### src/rtl/spi_fsm_pkg.sv
// Shared definitions for the SPI memory-slave transaction controller:
// state encoding and default byte/settle sizes.
`timescale 1ns/1ps
package spi_fsm_pkg;

   localparam int DEF_DATA_WIDTH    = 8;
   localparam int DEF_SETTLE_CYCLES = 2;

   typedef enum logic [3:0] {
      IDLE         = 4'd0,
      GET_ADDR     = 4'd1,
      ADDR_SETTLE  = 4'd2,
      LATCH_ADDR   = 4'd3,
      READ_WAIT    = 4'd4,
      READ_LOAD    = 4'd5,
      READ_SHIFT   = 4'd6,
      WRITE_GET    = 4'd7,
      WRITE_SETTLE = 4'd8,
      WRITE_MEM    = 4'd9,
      DONE         = 4'd10
   } stateT;

endpackage

### src/rtl/spi_fsm_edge_counter.sv
// Bit counter for one byte phase: synchronous clear, count enable, and a
// terminal flag that is high while the next counted strobe is the last one.
`timescale 1ns/1ps
module edge_counter #(
   parameter int data_width = 8
) (
   input  logic clk,
   input  logic rst_n,
   input  logic clear,
   input  logic countEn,
   output logic termCount
);

   localparam int CW = $clog2(data_width) + 1;

   logic [CW-1:0] count;

   always_ff @(posedge clk or negedge rst_n) begin
      if (!rst_n) begin
         count <= '0;
      end else if (clear) begin
         count <= '0;
      end else if (countEn) begin
         count <= count + 1'b1;
      end
   end

   assign termCount = (count == CW'(data_width - 1));

endmodule

### src/rtl/spi_fsm.sv
// SPI memory-slave transaction controller: address/R-W byte, then either a
// read (load + shift out on MISO) or a write (collect byte + memory write).
`timescale 1ns/1ps
module spi_fsm
   import spi_fsm_pkg::*;
#(
   parameter int data_width    = DEF_DATA_WIDTH,
   parameter int settle_cycles = DEF_SETTLE_CYCLES
) (
   input  logic       clk,
   input  logic       rst_n,
   input  logic       cs_n,
   input  logic       sclk_posedge,
   input  logic       sclk_negedge,
   input  logic       rw_bit,
   output logic       sr_parallel_load,
   output logic       addr_we,
   output logic       dm_we,
   output logic       miso_buff_en,
   output logic [3:0] state
);

   localparam int SW = $clog2(settle_cycles + 1);

   stateT         curState;
   stateT         nextState;
   logic          bitClear;
   logic          bitCountEn;
   logic          bitTerm;
   logic [SW-1:0] settleCnt;
   logic          settleDone;
   logic          nextLoad;
   logic          nextAddrWe;
   logic          nextDmWe;
   logic          nextMisoEn;

   edge_counter #(
      .data_width(data_width)
   ) bitCounter (
      .clk      (clk),
      .rst_n    (rst_n),
      .clear    (bitClear),
      .countEn  (bitCountEn),
      .termCount(bitTerm)
   );

   // Outputs are registered from the next state so they line up with curState.
   always_ff @(posedge clk or negedge rst_n) begin
      if (!rst_n) begin
         curState         <= IDLE;
         sr_parallel_load <= 1'b0;
         addr_we          <= 1'b0;
         dm_we            <= 1'b0;
         miso_buff_en     <= 1'b0;
      end else begin
         curState         <= nextState;
         sr_parallel_load <= nextLoad;
         addr_we          <= nextAddrWe;
         dm_we            <= nextDmWe;
         miso_buff_en     <= nextMisoEn;
      end
   end

   always_ff @(posedge clk or negedge rst_n) begin
      if (!rst_n) begin
         settleCnt <= '0;
      end else if (nextState != curState) begin
         settleCnt <= '0;
      end else if (curState == ADDR_SETTLE || curState == WRITE_SETTLE) begin
         settleCnt <= settleCnt + 1'b1;
      end
   end

   assign settleDone = (settleCnt == SW'(settle_cycles - 1));

   // Chip-select release outranks every other transition, even a final strobe.
   always_comb begin
      nextState  = curState;
      bitCountEn = 1'b0;
      if (curState != IDLE && cs_n) begin
         nextState = IDLE;
      end else begin
         case (curState)
            IDLE:         if (!cs_n) nextState = GET_ADDR;
            GET_ADDR: begin
               if (sclk_posedge) begin
                  bitCountEn = 1'b1;
                  if (bitTerm) nextState = ADDR_SETTLE;
               end
            end
            ADDR_SETTLE:  if (settleDone) nextState = LATCH_ADDR;
            LATCH_ADDR:   nextState = rw_bit ? READ_WAIT : WRITE_GET;
            READ_WAIT:    nextState = READ_LOAD;
            READ_LOAD:    nextState = READ_SHIFT;
            READ_SHIFT: begin
               if (sclk_negedge) begin
                  bitCountEn = 1'b1;
                  if (bitTerm) nextState = DONE;
               end
            end
            WRITE_GET: begin
               if (sclk_posedge) begin
                  bitCountEn = 1'b1;
                  if (bitTerm) nextState = WRITE_SETTLE;
               end
            end
            WRITE_SETTLE: if (settleDone) nextState = WRITE_MEM;
            WRITE_MEM:    nextState = DONE;
            DONE:         nextState = DONE;
            default:      nextState = IDLE;
         endcase
      end
   end

   // Any state change restarts the bit count, which covers entry to each
   // counting state as well as chip-select release.
   assign bitClear = (nextState != curState);

   always_comb begin
      nextLoad   = 1'b0;
      nextAddrWe = 1'b0;
      nextDmWe   = 1'b0;
      nextMisoEn = 1'b0;
      case (nextState)
         READ_LOAD:  nextLoad   = 1'b1;
         LATCH_ADDR: nextAddrWe = 1'b1;
         WRITE_MEM:  nextDmWe   = 1'b1;
         READ_SHIFT: nextMisoEn = 1'b1;
         default:    ;
      endcase
   end

   assign state = curState;

endmodule

### config.mk
export PLATFORM = sky130hd
export DESIGN_NAME = spi_fsm
export DESIGN_NICKNAME = d
export VERILOG_FILES = /design/src/rtl/spi_fsm_pkg.sv /design/src/rtl/spi_fsm_edge_counter.sv /design/src/rtl/spi_fsm.sv
export SDC_FILE = /design/constraint.sdc
export NUM_CORES = 1
export LEC_CHECK = 0
export CORE_UTILIZATION = 45
export DETAILED_ROUTE_END_ITERATION = 7
export HOLD_SLACK_MARGIN = 0.08
export PLACE_DENSITY_LB_ADDON = 0.25
export SLEW_MARGIN = 20
export SYNTH_ARGS = -nofsm -noshare
export SYNTH_HDL_FRONTEND = slang
export SYNTH_SLANG_ARGS = --single-unit
### constraint.sdc
create_clock -name clk -period 3.1 [get_ports clk]
set_input_delay 0.62 -clock clk [delete_from_list [all_inputs] [get_ports clk]]
set_output_delay 0.62 -clock clk [all_outputs]
set_load 0.005 [all_outputs]
==> impl_metrics.csv, run 1 <==
group,metric,value,unit
layout,finalCoreUtilization,0.560,
synthesis,synthAdderAreaFrac,0.0248,
floorplanning,dieArea,2440,um2
layout,area_delta_synth_final,13.3,%
sta,fin_crit_sh,0.790,
sta,max_freq,408,MHz
critical_path,path_class,"in2reg",
clock_tree,clock-root-buffer,"clkbuf_4",
synthesis,yosys_warnings,0,
clock_tree,clock_path_buffers,2,
synthesis,synthFlopType,"dfrtp_1",
synthesis,yosysSeqAreaShare,0.347,
floorplanning,core.rowCount,16,
sta,worst_slew_pin_slew,0.609,ns
clock_tree,htreeDepth,1,
layout,layout-drive-gt1-share,0.170,
worst_hold_path,hold_start,"settleCnt[0]$_DFFE_PN0P_",
global_route,first_global_vias,697,
synthesis,yosys.area_share.simple,0.302,
global_route,antenna_found_initial,0,
power,irDropWorstVdd,0.000532,V
clock_tree,path_clk_slew,0.07,ns
sta,skew,0.00421,ns
critical_path,cp_data_required_time,3.26,ns
synthesis,ys_types,42,
power,p_leak,0.000480,uW
route,via_count,765,
critical_path,ff2ff_setup_slack,0.85,ns
route,ant_nets,0,
sta,setup-tns-final,0,ns
synthesis,synth_seq_cells,14,
sta,hold_violations,0,
run_status,run_status,"finished clean",
synthesis,async_reset_ff_frac,1.00,
power,power_density,790,nW/um2
critical_path,r2r_end,"settleCnt[0]$_DFFE_PN0P_",
route,drc_errors,0,
synthesis,avgSynthCellArea,10.6,um2
clock_tree,cts-hold-fix-buffers,0,
global_route,grt_start_max_net_pins,18,
clock_tree,cts_tree,"done",
floorplanning,ioPinCount,14,
clock_tree,insertion_delay,0.27,ns
sta,layout_setup_ws,0.652,ns
worst_hold_path,hp-class,"reg2reg",
synthesis,synthCells,95,
global_route,grt_pass1_wl,3360,um
power,power,903,uW
sta,period_needed,2.45,ns
sta,max-slew-margin-rel,0.593,
route,viasPerCell,5.75,
critical_path,r2r-start,"bitCounter.count[0]$_DFFE_PN0P_",
critical_path,crit_fanout,6,
sta,hold-worst-slack,0.684,ns
clock_tree,post_cts.repair.setup_buffers,0,
synthesis,synth_top_family_by_area,"simple AND/OR/NAND/NOR gates",
layout,nets,116,
critical_path,arrival,2.61,ns
placement,dp_worst_setup_slack,0.417,ns
critical_path,startpoint,"sclk_posedge",
floorplanning,core,2040,um2
layout,mostFrequentLayoutCell,"dfrtp_1",
synthesis,synth_edf_count,0,
synthesis,syn_nets,103,
synthesis,synth_xor_area_frac,0.0520,
critical_path,reg2reg_depth,7,
worst_hold_path,whs_path_depth,2,
clock_tree,cts_resized,0,
clock_tree,cts_sinks,14,
clock_tree,cts-buffers-inserted,3,
critical_path,start_kind,"input pin",
route,routed_wl,1990,um
critical_path,cp-end-kind,"flip-flop",
synthesis,syn-cell-area,1010,um2
global_route,grt_overflow,0,
synthesis,post_synth_mux_area_share,0.0434,
flow_run,drv_cap,0,
route,dr.pass1.iters,4,
worst_hold_path,hold-path-endpoint,"settleCnt[0]$_DFFE_PN0P_",
global_route,grt_usage,0.185,
sta,setup_viol,0,
floorplanning,start_util,0.494,
route,drt_iter0_drc,33,
layout,diodes,0,
placement,io_buffers,13,
floorplanning,fp.dieW,49.4,um
placement,dp_hpwl,1530,um
sta,rsz0062_at_grt,"false",
placement,gp_congestion,0.854,
route,avgRoutedWirePerCell,14.9,um
synthesis,synth_compound_area_frac,0.160,
layout,mostFrequentLayoutCells,"dfrtp_1, clkdlybuf4s50_1, nor2_1, and4b_1, nand2_1",
floorplanning,die_y,49.4,um
sta,slew_viol_final,0,
-- synthesized netlist by cell type, drive strengths merged, types with 2 or more instances --
cell type  count  area share
nand4b         3       0.026
ha             2       0.025
nor2           8       0.032
a31oi          2       0.012
a211oi         4       0.064
nor3           4       0.025
inv            3       0.011
o31ai          2       0.015
o21ai          4       0.024
dfrtp         14        0.35
and2b          2       0.015
xor2           2       0.017
and4b          8       0.083
and4           2       0.020
nand2          7       0.029
mux2i          2       0.032
xnor2          4       0.035
buf            6       0.059
nor3b          3       0.027
-- worst max path at each step --
stage / to / slack (ns) / cells past startpoint
global route: settleCnt[0]$_DFFE_PN0P_ / 0.58 / 6
floorplan: settleCnt[0]$_DFFE_PN0P_ / 1.16 / 6
detailed placement: settleCnt[0]$_DFFE_PN0P_ / 0.42 / 6
finish: settleCnt[0]$_DFFE_PN0P_ / 0.65 / 6
global placement: settleCnt[0]$_DFFE_PN0P_ / 0.44 / 6
CTS: settleCnt[0]$_DFFE_PN0P_ / 0.70 / 6
-- final cells by class --
cell class              count  area, um2
clock buffers               3       22.5
fillers                   197        898
inverters                   3       11.3
multi-input cells          72        588
flip-flops and latches     14        350
well taps                  27       33.8
repair buffers             14        138
-- power breakdown --
group | leakage (uW) | internal (uW) | switching [uW]
logic | 0.000276 | 263 | 245
clock network | 0.0000138 | 44.9 | 52.6
registers | 0.000190 | 216 | 81.5
-- worst max-delay path, stage by stage --
cell and delay, ns:
clkdlybuf4s50_1 0.51, nand4b_1 0.25, and4_4 0.30, a211oi_4 0.37
o21ai_0 0.26, and4b_1 0.30
-- cell families after synthesis --
group,after synthesis
DFF,14
xor gates and xnor gates,6
and+or+nand+nor,44
adders and majority gates,2
AOI/OAI and AO/OA,17
muxes,3
buffers and inverters,9
-- metrics by stage --
step                      area, um2  std cells
after floorplan                1010         95
after global placement         1120        130
after detailed placement       1120        130
after CTS                      1140        133
after global routing           1140        133
final                          1140        133
-- layer usage --
metal / share of wire / global-route usage / vias to the layer above / wire, um
met5: 0 / 0 / - / 0
met4: 0.0040 / 0.0714 / 0 / 8
met3: 0.049 / 0.0187 / 2 / 97
met2: 0.48 / 0.279 / 23 / 959
met1: 0.46 / 0.271 / 367 / 920
li1: - / - / 373 / -
-- sequential cells by signal, indices dropped and copies added, names as in the netlist --
name	flops
addr_we	1
bitCounter.count	4
dm_we	1
miso_buff_en	1
settleCnt	2
sr_parallel_load	1
state	4
Power figures use the tool's default switching activity.
==> run 2: changes to the inputs <==
==> constraint.sdc (replaced) <==
create_clock -name clk -period 2.1 [get_ports clk]
set_input_delay 0.42 -clock clk [delete_from_list [all_inputs] [get_ports clk]]
set_output_delay 0.42 -clock clk [all_outputs]
set_load 0.005 [all_outputs]
==> impl_metrics.csv, run 2 (synthesis gave the netlist of run 1 again) <==
group,metric,value,unit
run_status,run_status,"finished, violations left",
run_status,violations,"setup timing",
sta,layout_setup_ws,-0.00231,ns
sta,fin_crit_sh,1.00,
worst_hold_path,hp-class,"in2async",
layout,diodes,0,
floorplanning,dieArea,2440,um2
power,power_density,1200,nW/um2
floorplanning,core,2040,um2
layout,area.sequential,353,um2
layout,layout-drive-gt1-share,0.320,
floorplanning,die_y,49.4,um
layout,mostFrequentLayoutCell,"buf_4",
layout,mostFrequentLayoutCells,"buf_4, clkdlybuf4s50_1, dfrtp_1",
critical_path,path_depth,7,
clock_tree,clock_path_buffers,2,
critical_path,crit_family,"simple AND/OR/NAND/NOR gates",
sta,slew_viol_final,0,
clock_tree,insertion_delay,0.29,ns
global_route,first_global_vias,827,
power,p_leak,0.000561,uW
critical_path,path_class,"in2reg",
critical_path,start_kind,"input pin",
global_route,grt_overflow,0,
placement,placed_cell_area,1220,um2
floorplanning,start_util,0.494,
critical_path,cp_slowest_cell,"clkdlybuf4s50_1",
sta,period_needed,2.10,ns
route,drt_iter0_drc,25,
layout,area_delta_synth_final,27.3,%
layout,multi_input_area,601,um2
clock_tree,cts_tree,"done",
critical_path,ff2ff_setup_slack,0.01,ns
floorplanning,core.rowCount,16,
clock_tree,path_clk_slew,0.09,ns
floorplanning,fp.dieW,49.4,um
global_route,grt_start_max_net_pins,18,
sta,hold_violations,0,
critical_path,path_buf_inv,1,
route,dr.pass1.iters,4,
clock_tree,clock-root-buffer,"clkbuf_4",
critical_path,cp-end-kind,"flip-flop",
global_route,antenna_found_initial,0,
route,routed_wl,2270,um
critical_path,cpPeakStageDelay,0.48,ns
route,drc_errors,0,
sta,setup_viol,1,
route,ant_nets,0,
power,irDropWorstVdd,0.000951,V
critical_path,cp_cell_sequence,"clkdlybuf4s50_1, nand4b_1, o31ai_2, a211oi_2, and4b_4, a211oi_4, and4b_1",
sta,skew,0.00405,ns
layout,nets,131,
placement,io_buffers,13,
critical_path,arrival,2.28,ns
clock_tree,cts_sinks,14,
floorplanning,ioPinCount,14,
clock_tree,htreeDepth,1,
clock_tree,cts-buffers-inserted,3,
sta,rsz0062_at_grt,"true",
critical_path,crit_fanout,6,
sta,worst_slew_pin_slew,0.633,ns
global_route,grt_usage,0.200,
sta,max-slew-margin-rel,0.576,
route,via_count,825,
layout,fillers,165,
critical_path,cp_data_required_time,2.28,ns
placement,gp_congestion,0.828,
sta,max_freq,476,MHz
clock_tree,cts-hold-fix-buffers,0,
placement,dp_worst_setup_slack,-0.309,ns
flow_run,drv_cap,0,
route,avgRoutedWirePerCell,15.2,um
critical_path,reg2reg_depth,7,
placement,dp_hpwl,1600,um
route,viasPerCell,5.54,
layout,design_area,1280,um2
global_route,grt_pass1_wl,3690,um
[run 2: changes by cell type in the layout (fill, tap and decap cells not counted)]
| cell | delta |
|---|---|
| dfrtp_2 | +2 |
| o31ai_1 | -2 |
| o31ai_2 | +2 |
| clkbuf_8 | +1 |
| ha_2 | +1 |
| ha_1 | -1 |
| dfrtp_1 | -2 |
| buf_4 | +15 |
[run 2: repair_timing]
action	CTS	global route
resized for setup	4	1
endpoints found under the setup margin	6	6
setup buffers	1	1
pin swaps	4	5
[run 2: final cells by class]
type | count | area share
Multi-Input combinational cell | 72 | 0.467
Inverter | 3 | 0.00876
Tap cell | 27 | 0.0263
Sequential cell | 14 | 0.275
Timing Repair Buffer | 29 | 0.195
Clock buffer | 4 | 0.0282
[run 2: worst register-to-register path, stage by stage (launching register included)]
cell	delay [ns]
dfrtp_1	0.40
ha_2	0.21
nand4b_1	0.23
o31ai_2	0.11
a211oi_2	0.29
o21bai_1	0.17
a211oi_4	0.32
and4b_1	0.24
[run 2: report_power, final]
group          switching [uW]  leakage [uW]  internal [uW]
Combinational             431      0.000352            487
Sequential               96.2      0.000188            323
Clock                    94.4     0.0000210            106
[run 2: routing by layer]
layer  share of wire  vias to the layer above  track usage  wire [um]
li1                -                      410            -          -
met1            0.50                      395        0.273       1130
met2            0.46                       15        0.322       1050
met3           0.024                        5       0.0280         55
met4           0.014                        0       0.0714         31
met5               0                        -            0          0
[run 2: worst paths after layout]
path | from | endpoint
setup / recovery | sclk_posedge | settleCnt[1]$_DFFE_PN0P_
hold / removal | rst_n | dm_we$_DFF_PN0_
setup reg to reg | bitCounter.count[1]$_DFFE_PN0P_ | settleCnt[1]$_DFFE_PN0P_
hold reg to reg | settleCnt[0]$_DFFE_PN0P_ | settleCnt[0]$_DFFE_PN0P_
max in group asynchronous | rst_n | state[2]$_DFF_PN0_
min in group clk | settleCnt[0]$_DFFE_PN0P_ | settleCnt[0]$_DFFE_PN0P_
[run 2: metrics by stage]
step	hold WS, ns	total power [uW]	instances	setup TNS, ns	util
2_1_floorplan	0.124	1040	95	0	-
3_3_place_gp	0.643	1280	143	-1.50	0.597
3_5_place_dp	0.639	1300	143	-1.85	0.597
4_1_cts	0.544	1520	148	0	0.625
5_1_grt	0.586	1630	149	-0.308	0.629
6_report	0.519	1540	149	-0.00231	0.629
